### src/rtl/io_pipe_pkg.sv
// io_sample_pipe shared definitions.
// Output mode encodings and delay clamp helper.
package io_pipe_pkg;

    localparam logic [1:0] MODE_REG    = 2'd0;
    localparam logic [1:0] MODE_DELAY  = 2'd1;
    localparam logic [1:0] MODE_HOLD   = 2'd2;
    localparam logic [1:0] MODE_CHANGE = 2'd3;

    // Maps a requested delay onto the legal range 1..depth.
    function automatic int unsigned clamp_delay(
        input int unsigned sel,
        input int unsigned depth
    );
        if (sel == 0)
            return 1;
        else if (sel > depth)
            return depth;
        else
            return sel;
    endfunction

endpackage

### src/rtl/io_sample_pipe_sat_counter.sv
// Saturating up-counter with synchronous reset and clear.
// Clear takes priority over increment.
module sat_counter
    import io_pipe_pkg::*;
#(
    parameter int         W   = 8,
    parameter logic [W-1:0] MAX = {W{1'b1}}
) (
    input  logic         clk,
    input  logic         rst,
    input  logic         clr,
    input  logic         inc,
    output logic [W-1:0] cnt
);

    always_ff @(posedge clk) begin
        if (rst || clr)
            cnt <= '0;
        else if (inc && (cnt != MAX))
            cnt <= cnt + W'(1);
    end

endmodule

### src/rtl/io_sample_pipe.sv
// Input sampling delay line with selectable output mode,
// validity tracking and saturating transition counter.
module io_sample_pipe
    import io_pipe_pkg::*;
#(
    parameter int WIDTH  = 8,
    parameter int DEPTH  = 8,
    parameter int CNT_W  = 8,
    parameter int DSEL_W = $clog2(DEPTH + 1)
) (
    input  logic              clk,
    input  logic              rst,
    input  logic              en,
    input  logic [WIDTH-1:0]  din,
    input  logic [1:0]        mode,
    input  logic [DSEL_W-1:0] delay_sel,
    input  logic              clr_count,
    output logic [WIDTH-1:0]  dout,
    output logic              dout_valid,
    output logic [CNT_W-1:0]  chg_count
);

    localparam int IDX_W  = $clog2(DEPTH);
    localparam int FILL_W = $clog2(DEPTH + 1);

    logic [WIDTH-1:0]  stage [DEPTH];
    logic [FILL_W-1:0] fill;
    int unsigned       d_eff;
    logic [IDX_W-1:0]  d_idx;
    logic [WIDTH-1:0]  live_dout;
    logic              live_valid;
    logic [WIDTH-1:0]  hold_reg;
    logic              hold_valid;
    logic              chg_inc;

    always_ff @(posedge clk) begin
        if (rst) begin
            for (int i = 0; i < DEPTH; i++)
                stage[i] <= '0;
        end else if (en) begin
            stage[0] <= din;
            for (int i = 1; i < DEPTH; i++)
                stage[i] <= stage[i-1];
        end
    end

    sat_counter #(
        .W   (FILL_W),
        .MAX (FILL_W'(DEPTH))
    ) u_fill (
        .clk (clk),
        .rst (rst),
        .clr (1'b0),
        .inc (en),
        .cnt (fill)
    );

    assign d_eff = clamp_delay(32'(delay_sel), DEPTH);
    assign d_idx = IDX_W'(d_eff - 1);

    // Non-HOLD view of the pipe; also what hold_reg captures.
    always_comb begin
        live_dout  = '0;
        live_valid = 1'b0;
        unique case (1'b1)
            (mode == MODE_DELAY): begin
                live_dout  = stage[d_idx];
                live_valid = 32'(fill) >= d_eff;
            end
            (mode == MODE_CHANGE): begin
                live_dout  = stage[0] ^ stage[1];
                live_valid = fill >= FILL_W'(2);
            end
            default: begin
                live_dout  = stage[0];
                live_valid = fill != '0;
            end
        endcase
    end

    always_ff @(posedge clk) begin
        if (rst) begin
            hold_reg   <= '0;
            hold_valid <= 1'b0;
        end else if (mode != MODE_HOLD) begin
            hold_reg   <= live_dout;
            hold_valid <= live_valid;
        end
    end

    assign dout       = (mode == MODE_HOLD) ? hold_reg   : live_dout;
    assign dout_valid = (mode == MODE_HOLD) ? hold_valid : live_valid;

    assign chg_inc = en && (fill != '0) && (din != stage[0]);

    sat_counter #(
        .W (CNT_W)
    ) u_chg (
        .clk (clk),
        .rst (rst),
        .clr (clr_count),
        .inc (chg_inc),
        .cnt (chg_count)
    );

endmodule

### config.mk
export PLATFORM = sky130hd
export DESIGN_NAME = io_sample_pipe
export DESIGN_NICKNAME = d
export VERILOG_FILES = /design/src/rtl/io_pipe_pkg.sv /design/src/rtl/io_sample_pipe_sat_counter.sv /design/src/rtl/io_sample_pipe.sv
export SDC_FILE = /design/constraint.sdc
export NUM_CORES = 1
export LEC_CHECK = 0
export CAP_MARGIN = 10
export CORE_MARGIN = 3
export CORE_UTILIZATION = 50
export DETAILED_ROUTE_END_ITERATION = 6
export PLACE_DENSITY = 0.7
export SETUP_SLACK_MARGIN = 0.15
export SYNTH_ARGS = -nofsm -noshare
export SYNTH_HDL_FRONTEND = slang
export SYNTH_SLANG_ARGS = --single-unit
### constraint.sdc
create_clock -name clk -period 7.7 [get_ports clk]
set_clock_uncertainty 0.1 [all_clocks]
set_input_delay 1.155 -clock clk [delete_from_list [all_inputs] [get_ports clk]]
set_output_delay 1.155 -clock clk [all_outputs]
set_load 0.01 [all_outputs]
==> results of run 1 <==
cell usage after synthesis, types with 3 or more instances:
library cell,number
nor3_1,10
a221oi_1,3
a31oi_1,4
and2_1,49
mux2i_1,12
inv_1,11
nor2b_1,20
a21oi_1,26
o221a_1,3
ha_1,9
a221o_1,11
a32oi_1,4
o21ai_0,14
a22o_1,4
o221ai_1,4
xnor2_1,4
nand2_1,36
nand3b_1,6
clkbuf_1,14
or3_1,5
dfxtp_1,21
a21o_1,3
and3_1,5
buf_2,6
nand2b_1,9
nor2_1,23
buf_1,3
nor4_1,3
edfxtp_1,64
xor2_1,10
nand3_1,12
a41o_1,6
how the worst max path moves through the flow:
stage	from	end	slack [ps]	depth (start not counted)
floorplan	delay_sel[1]	dout[0]	3110	11
global placement	delay_sel[0]	dout[6]	1670	10
detailed placement	delay_sel[0]	dout[4]	1550	11
CTS	delay_sel[0]	dout[0]	1550	10
global route	delay_sel[0]	dout[4]	1280	11
finish	delay_sel[0]	dout[0]	1510	10
layout make-up:
class,instances,area (um2),share of cell area
Clock buffer,13,139,0.0264
Clock inverter,3,40.0,0.00762
Inverter,12,45.0,0.00857
Multi-Input combinational cell,325,2190,0.417
Sequential cell,85,2340,0.446
Tap cell,108,135,0.0257
Timing Repair Buffer,37,363,0.0690
metal layers:
metal	vias up	wire length, um	share of wire	GRT usage
li1	1688	-	-	-
met1	1704	4910	0.46	0.294
met2	105	4980	0.47	0.344
met3	16	505	0.048	0.0365
met4	0	173	0.016	0.0757
met5	-	0	0	0
metrics by stage:
stage | cells | area (um2) | power [mW] | hold WS [ps] | worst slack [ps]
after floorplan | 446 | 4680 | 0.663 | 410 | 3110
after global placement | 567 | 5080 | 0.721 | 429 | 1670
after detailed placement | 567 | 5080 | 0.725 | 437 | 1550
after CTS | 583 | 5260 | 1.02 | 449 | 1550
after global routing | 583 | 5260 | 1.06 | 472 | 1280
final | 583 | 5260 | 1.02 | 448 | 1510
cells by family (layout without fill, tap and decap cells):
family                   Yosys count  in the layout  share of synthesized area
AND/OR/NAND/NOR                  190            190                      0.224
AO/OA/AOI/OAI                     98             98                      0.157
flip-flops                        85             85                      0.501
buffers and inverters             36             65                     0.0321
XOR/XNOR                          16             16                     0.0356
multiplexers                      12             12                     0.0257
adder cells (fa/ha/maj)            9              9                     0.0241
worst max-delay path, delay by kind of cell:
| kind | cells | cell delay [ps] |
|---|---|---|
| buffers and inverters | 3 | 1120 |
| XOR/XNOR | 1 | 760 |
| AND/OR/NAND/NOR | 3 | 630 |
| adder cells (fa/ha/maj) | 1 | 580 |
| AO/OA/AOI/OAI | 1 | 480 |
| multiplexers | 1 | 200 |
report_power, final:
part / leakage, nW / switching [mW] / total [mW] / internal, mW
clock: 0.0914 / 0.149 / 0.299 / 0.150
combinational: 1.07 / 0.0974 / 0.173 / 0.0752
sequential: 0.877 / 0.0204 / 0.544 / 0.524
==> metrics, run 1 <==
status completed; Vias 3513; Syn Std Cell Area roughly 0.0047 mm2; WP data arrival between 4000 and 5000 ps; Largest register FFs 64; sequential fraction of the synthesis area 0.501; Pwr Density 193 mW/mm2; FP Rows 34; Iter 0 DRT Violations 257; worst r2r dst u_chg.cnt[1]; first-pass GRT wire length 17500 um; Critical Path, Cell by Cell clkdlybuf4s50_1 > o21ba_1 > nor2_2 > inv_1 > ha_1 > xor2_2 > mux2i_1 > and3_1 > or3_1 > clkdlybuf4s50_1; slowest cell delay on critical path roughly 760 ps; critical path's most frequent cell clkdlybuf4s50_1; share of the clock period used by the worst path 0.804; Worst Setup Start Kind primary input; Crit Path Class primary input to primary output; antenna violations before repair 0; vias per cell 6.03; WHS Path Cells 1; Core Footprint 0.00889 mm2; H-tree depth 3; crit end category primary output; Fin. Hold Viols 0; vias in the first global route approximately 3500; CTS tree yes; nets 497; most frequent cells in the layout edfxtp_1, and2_1, nand2_1; pin count of the biggest net entering global routing 55; area share of the largest cell type after synthesis 0.411; Slew HR 0.399; DIE AREA 0.0106 mm2; Worst Path Required 6440 ps; maximum clock rate between 150 and 200 MHz; Netlist cell types 58; setup bufs post-CTS 0; fillers 778; synth top area cells edfxtp_1, dfxtp_1, and2_1, nand2_1, a21oi_1; Routed Antenna Nets 0; Syn Nets 473; Worst-Margin Slew 901 ps; hold path endpoint stage[3][1]; Clock Sinks 85; Synth Flop Type edfxtp_1; share of cells above drive strength 1 0.0547; critical path peak fanout 15; Reg clk slew, reported paths roughly 70 ps; post-CTS sizing 0; Worst R2R Start stage[0][0]; Placer Congestion 0.823; root buf cell clkbuf_8; gr usage total 0.214; worst reg2reg path depth 4; fin. max-slew vios 0; worst hold start stage[2][1]; Max stage delay cell, worst path xor2_2; area growth from synthesis to layout 12.4%; #FFs+latches synth 85; Synth area leader edfxtp_1; ys async rst share 0; Final HPWL DP 6870 um; min cycle time layout slightly above 6000 ps; r2r setup slk 5420 ps; setup TNS 0 ps; Initial Utilization 0.526; Remaining Overflow, GRT 0; Post-synth EDFFs 64; static leakage 2.04 nW; Ys Warns 0; syn_area_per_cell 10.5 um2; Max VDD drop 0.000113 V; post-route DRC violation count 0; CTS max path bufs 2; final setup violation count 0; drt total wl 10600 um; insertion delay to the later sink of the worst-skew pair 340 ps; antenna cells 0; TritonRoute pass-1 iters 5; Max-Cap Viols 0; unrepaired setup endpoints after global routing false; Inserted Clock Buffers 9; commonest non-fill, non-tap cell in the layout edfxtp_1; Cells after Synth 446; CTS Hold Bufs 0; Die Wd approximately 100 um; Die Y 103 um; final core occ 0.591; IO Port Bufs 34; # IOs 35; Avg WL per Cell 18.1 um; class of the worst hold path flop to flop
(Power assumes the default switching activity.)
==> run 2, diff against run 1 <==
==> constraint.sdc (replaced) <==
create_clock -name clk -period 5.98 [get_ports clk]
set_clock_uncertainty 0.1 [all_clocks]
set_input_delay 0.897 -clock clk [delete_from_list [all_inputs] [get_ports clk]]
set_output_delay 0.897 -clock clk [all_outputs]
set_load 0.01 [all_outputs]
==> metrics, run 2 (synthesis results as in run 1) <==
vias in the first global route 3473; static leakage 2.04 nW; Inserted Clock Buffers 9; share of the clock period used by the worst path 0.922; Max stage delay cell, worst path a211oi_2; Worst Setup Start Kind primary input; share of cells above drive strength 1 0.0587; Vias 3462; vias per cell between 5 and 6; Initial Utilization 0.526; status completed; Final Power roughly 1.3 mW; Fin. Hold Viols 0; Setup WS pre-CTS 518 ps; final core occ 0.590; CTS max path bufs 2; Sw Pwr 351 uW; Reg clk slew, reported paths around 80 ps; Placer Congestion 0.861; drt total wl ~11000 um; setup TNS 0 ps; insertion delay to the later sink of the worst-skew pair 370 ps; Slew HR 0.405; non-filler cells, final 585; min cycle time layout 5520 ps; Gate power share 0.174; H-tree depth 3; critical path peak fanout 11; Core Footprint roughly 0.009 mm2; Clock Sinks 85; Largest register FFs 64; Max VDD drop 0.000110 V; clock group share of total power 0.273; nets 500; Flop pwr share 0.553; final instance area 0.00525 mm2; Iter 0 DRT Violations 270; critical path's most frequent cell clkdlybuf4s50_1; Routed Antenna Nets 0; Max-Cap Viols 0; pin count of the biggest net entering global routing 49; DIE AREA 0.0106 mm2; Remaining Overflow, GRT 0; IO Port Bufs 34; maximum clock rate 181 MHz; Post-DP Area 0.00510 mm2; commonest non-fill, non-tap cell in the layout edfxtp_1; CP Buf/Inv Count 4; # IOs 35; gr usage total 0.215; post-route DRC violation count 0; CTS tree yes; Avg WL per Cell 18.0 um; unrepaired setup endpoints after global routing false; Final HPWL DP 7090 um; setup ws final around 460 ps; Die Wd 103 um; Critical Path, Cell by Cell clkdlybuf4s50_1 > o21ba_1 > nor2_2 > inv_1 > ha_1 > buf_4 > and2b_1 > a211oi_2 > o221ai_1 > a21oi_1 > a221o_1 > clkdlybuf4s50_1; root buf cell clkbuf_8; area growth from synthesis to layout 12.2%; class of the worst hold path flop to flop; Hold WS 444 ps; delay-heaviest family, CP compound AO/OA/AOI/OAI gates; setup bufs post-CTS 0; Worst Path Required about 5000 ps; Pwr Density 242 mW/mm2; antenna cells 0; crit end category primary output; antenna violations before repair 0; final setup violation count 0; post-CTS sizing 0; fin. max-slew vios 0; CTS Hold Bufs 0; Worst-Margin Slew 892 ps; first-pass GRT wire length 17400 um; Die Y 103 um; Crit Path Class primary input to primary output; Inst Count DP 570; most frequent cells in the layout edfxtp_1, and2_1, nand2_1; slowest cell delay on critical path between 600 and 700 ps; net switching fraction of the power 0.276; FP Rows 34; WP data arrival about 4500 ps; TritonRoute pass-1 iters 5; Internal Dissipation slightly above 900 uW
-- run 2: cell types whose count changed in the layout (fill, tap and decap cells not counted), sizes merged --
cell    previous run  this run
clkbuf            13        12
buf                3         6
bufinv             1         0
clkinv             2         3
-- run 2: layer usage --
metal	part of all wire	global-route usage	vias up
met5	0	0	-
met4	0.017	0.0716	0
met3	0.050	0.0413	16
met2	0.47	0.353	87
met1	0.47	0.287	1665
li1	-	-	1694
-- run 2: layout make-up --
| cell class | count | area (um2) |
|---|---|---|
| Multi-Input combinational cell | 325 | 2190 |
| Clock buffer | 12 | 135 |
| Sequential cell | 85 | 2340 |
| Timing Repair Buffer | 40 | 385 |
| Tap cell | 108 | 135 |
| Fill cell | 792 | 3640 |
| Inverter | 12 | 45.0 |
| Clock inverter | 3 | 13.8 |
-- run 2: worst register-to-register path, stage by stage (launching register included) --
cell and delay, ps:
edfxtp_1 530, xor2_1 210, nor4_1 580, a21oi_1 450, a41o_1 340
-- run 2: power by group through the flow --
stage / Clock, mW / Sequential, mW / Combinational (mW)
after floorplan: 0 / 0.703 / 0.151
after CTS: 0.350 / 0.702 / 0.222
final: 0.347 / 0.702 / 0.221
after global routing: 0.376 / 0.707 / 0.244
after detailed placement: 0 / 0.715 / 0.221
after global placement: 0 / 0.714 / 0.218
-- run 2: worst paths after layout --
kind	from	end	slack, ps	cells after the start
max	delay_sel[0]	dout[1]	460	12
min	stage[4][1]	stage[5][1]	440	1
max reg2reg	stage[0][0]	u_chg.cnt[2]	3650	4
min reg2reg	stage[4][1]	stage[5][1]	440	1
==> run 3, diff against run 2 <==
--- a/config.mk
+++ b/config.mk
@@ -5,6 +5,7 @@
 export SDC_FILE = /design/constraint.sdc
 export NUM_CORES = 1
 export LEC_CHECK = 0
+export ABC_AREA = 1
 export CAP_MARGIN = 10
 export CORE_MARGIN = 3
 export CORE_UTILIZATION = 50
==> metrics, run 3 <==
status completed; CTS tree yes; vias in the first global route 3548; Cells after Synth 576; Synth Flop Type edfxtp_1; maximum clock rate 199 MHz; Max stage delay cell, worst path clkdlybuf4s50_1; Netlist cell types 31; ys async rst share 0; CTS max path bufs 2; Internal Dissipation 987 uW; Avg WL per Cell 13.6 um; #FFs+latches synth 85; Initial Utilization 0.525; Inserted Clock Buffers 9; antenna cells 0; share of the clock period used by the worst path 0.842; area share of the largest cell type after synthesis 0.411; most frequent cells in the layout nand2_1, inv_1, nand3_1; Iter 0 DRT Violations 257; post-CTS sizing 0; min cycle time layout 5040 ps; DIE AREA 0.0105 mm2; Worst Path Required 4980 ps; vias per cell 5.18; static leakage 2.32 nW; root buf cell clkbuf_8; delay-heaviest family, CP buffers and inverters; footprint of the multi-input gates 0.00179 mm2; Routed Antenna Nets 0; Worst-Margin Slew roughly 710 ps; TritonRoute pass-1 iters 4; IO Port Bufs 34; final setup violation count 0; net switching fraction of the power 0.270; setup bufs post-CTS 0; Core Footprint 0.00889 mm2; gr usage total 0.199; critical path's most frequent cell nand3_1; Remaining Overflow, GRT 0; Die Y between 100 and 150 um; unrepaired setup endpoints after global routing false; critical path peak fanout 34; Syn Nets 603; Vias 3709; Final Power 1.35 mW; FF+latch area 0.00234 mm2; Max-Cap Viols 0; Syn Std Cell Area 0.00467 mm2; slowest cell delay on critical path around 530 ps; Crit Path Class primary input to primary output; # IOs 35; FP Rows 34; CTS Hold Bufs 0; antenna violations before repair 0; area growth from synthesis to layout 12.9%; Post-synth EDFFs 64; CP Buf/Inv Count 5; Worst Setup Start Kind primary input; crit end category primary output; Final HPWL DP 6810 um; final core occ 0.593; top post-synthesis cells by count nand2_1, inv_1, nand3_1; Gate power share 0.167; WP data arrival 4040 ps; clock group share of total power 0.324; Critical Path, Cell by Cell clkdlybuf4s50_1 > o21ai_4 > buf_4 > nand2_4 > ha_1 > nand3_1 > nand2_4 > inv_6 > nand3_1 > nand3_1 > nand3_1 > nand2_1 > nand2_1 > inv_1 > clkdlybuf4s50_1; post-route DRC violation count 0; setup TNS 0 ps; Fin. Hold Viols 0; Reg clk slew, reported paths roughly 80 ps; Sw Pwr 365 uW; sequential fraction of the synthesis area 0.501; Synth area leader edfxtp_1; drt total wl 9700 um; Slew HR 0.527; synth top area cells edfxtp_1, nand3_1, dfxtp_1, nand2_1, inv_1; syn_area_per_cell ~8.1 um2; Max VDD drop 0.000120 V; Placer Congestion 0.861; insertion delay to the later sink of the worst-skew pair ~360 ps; fin. max-slew vios 0; Flop pwr share 0.509; Die Wd slightly above 100 um; most common cell in the netlist nand2_1; Ys Warns 0; share of cells above drive strength 1 0.100; pin count of the biggest net entering global routing 49; first-pass GRT wire length 16500 um; fillers just over 800; class of the worst hold path flop to flop; Pwr Density 256 mW/mm2; H-tree depth 3; Largest register FFs 64; nets 630; commonest non-fill, non-tap cell in the layout nand2_1; Clock Sinks 85
## run 3: changes by cell type in the layout (fill, tap and decap cells not counted), sizes merged, moves of 7 or more
cell | before | now
inv | 12 | 106
nand3 | 12 | 98
nand2 | 36 | 98
nor2 | 24 | 86
and2 | 49 | 0
nor2b | 20 | 0
mux2i | 12 | 0
a221o | 11 | 0
nand2b | 10 | 0
xor2 | 11 | 3
nand4 | 1 | 8
or2 | 2 | 9
## run 3: per-layer routing
metal / vias to the layer above / global-route usage / share of wire
met5: - / 0 / 0
met2: 87 / 0.304 / 0.45
met1: 1698 / 0.287 / 0.49
met3: 17 / 0.0440 / 0.048
li1: 1907 / - / -
met4: 0 / 0.0565 / 0.015
## run 3: worst paths after layout
path	slack [ps]	endpoint	depth (start not counted)	start
max	940	dout[2]	15	delay_sel[2]
min	420	u_chg.cnt[4]	2	u_chg.cnt[4]
max reg2reg	4100	u_chg.cnt[6]	9	u_fill.cnt[1]
min reg2reg	420	u_chg.cnt[4]	2	u_chg.cnt[4]
## run 3: area by class of cell
cell class                      count  share of cell area
Sequential cell                    85               0.444
Clock buffer                       12              0.0316
Clock inverter                      4             0.00996
Tap cell                          108              0.0256
Inverter                          107              0.0776
Multi-Input combinational cell    361               0.340
Timing Repair Buffer               39              0.0716
## run 3: power by group through the flow
| stage | sequential, mW | clock, mW | combinational [mW] |
|---|---|---|---|
| after floorplan | 0.697 | 0 | 0.160 |
| after global placement | 0.699 | 0 | 0.221 |
| after detailed placement | 0.701 | 0 | 0.225 |
| after CTS | 0.688 | 0.445 | 0.226 |
| after global routing | 0.692 | 0.470 | 0.255 |
| final | 0.688 | 0.439 | 0.226 |
## run 3: cells by family (layout without fill, tap and decap cells)
kind of cell	Yosys count	after routing	synth area share
XOR/XNOR	5	5	0.00938
flip-flops	85	85	0.501
AO/OA/AOI/OAI	44	44	0.0555
adder cells (fa/ha/maj)	9	9	0.0241
AND/OR/NAND/NOR	303	303	0.294
buffers and inverters	130	162	0.115
## run 3: metrics by stage
step | setup slack (ps) | cell area (um2) | hold slack, ps | instances
global route | 730 | 5270 | 441 | 716
floorplan | 2590 | 4670 | 359 | 576
CTS | 963 | 5270 | 422 | 716
detailed placement | 991 | 5050 | 405 | 700
global placement | 1040 | 5050 | 394 | 700
finish | 944 | 5270 | 415 | 716
## run 3: tightest hold or removal path, cell delays in order, from the launching register on
cell and delay (ps):
dfxtp_1 340, nand2_1 80, a21oi_1 50
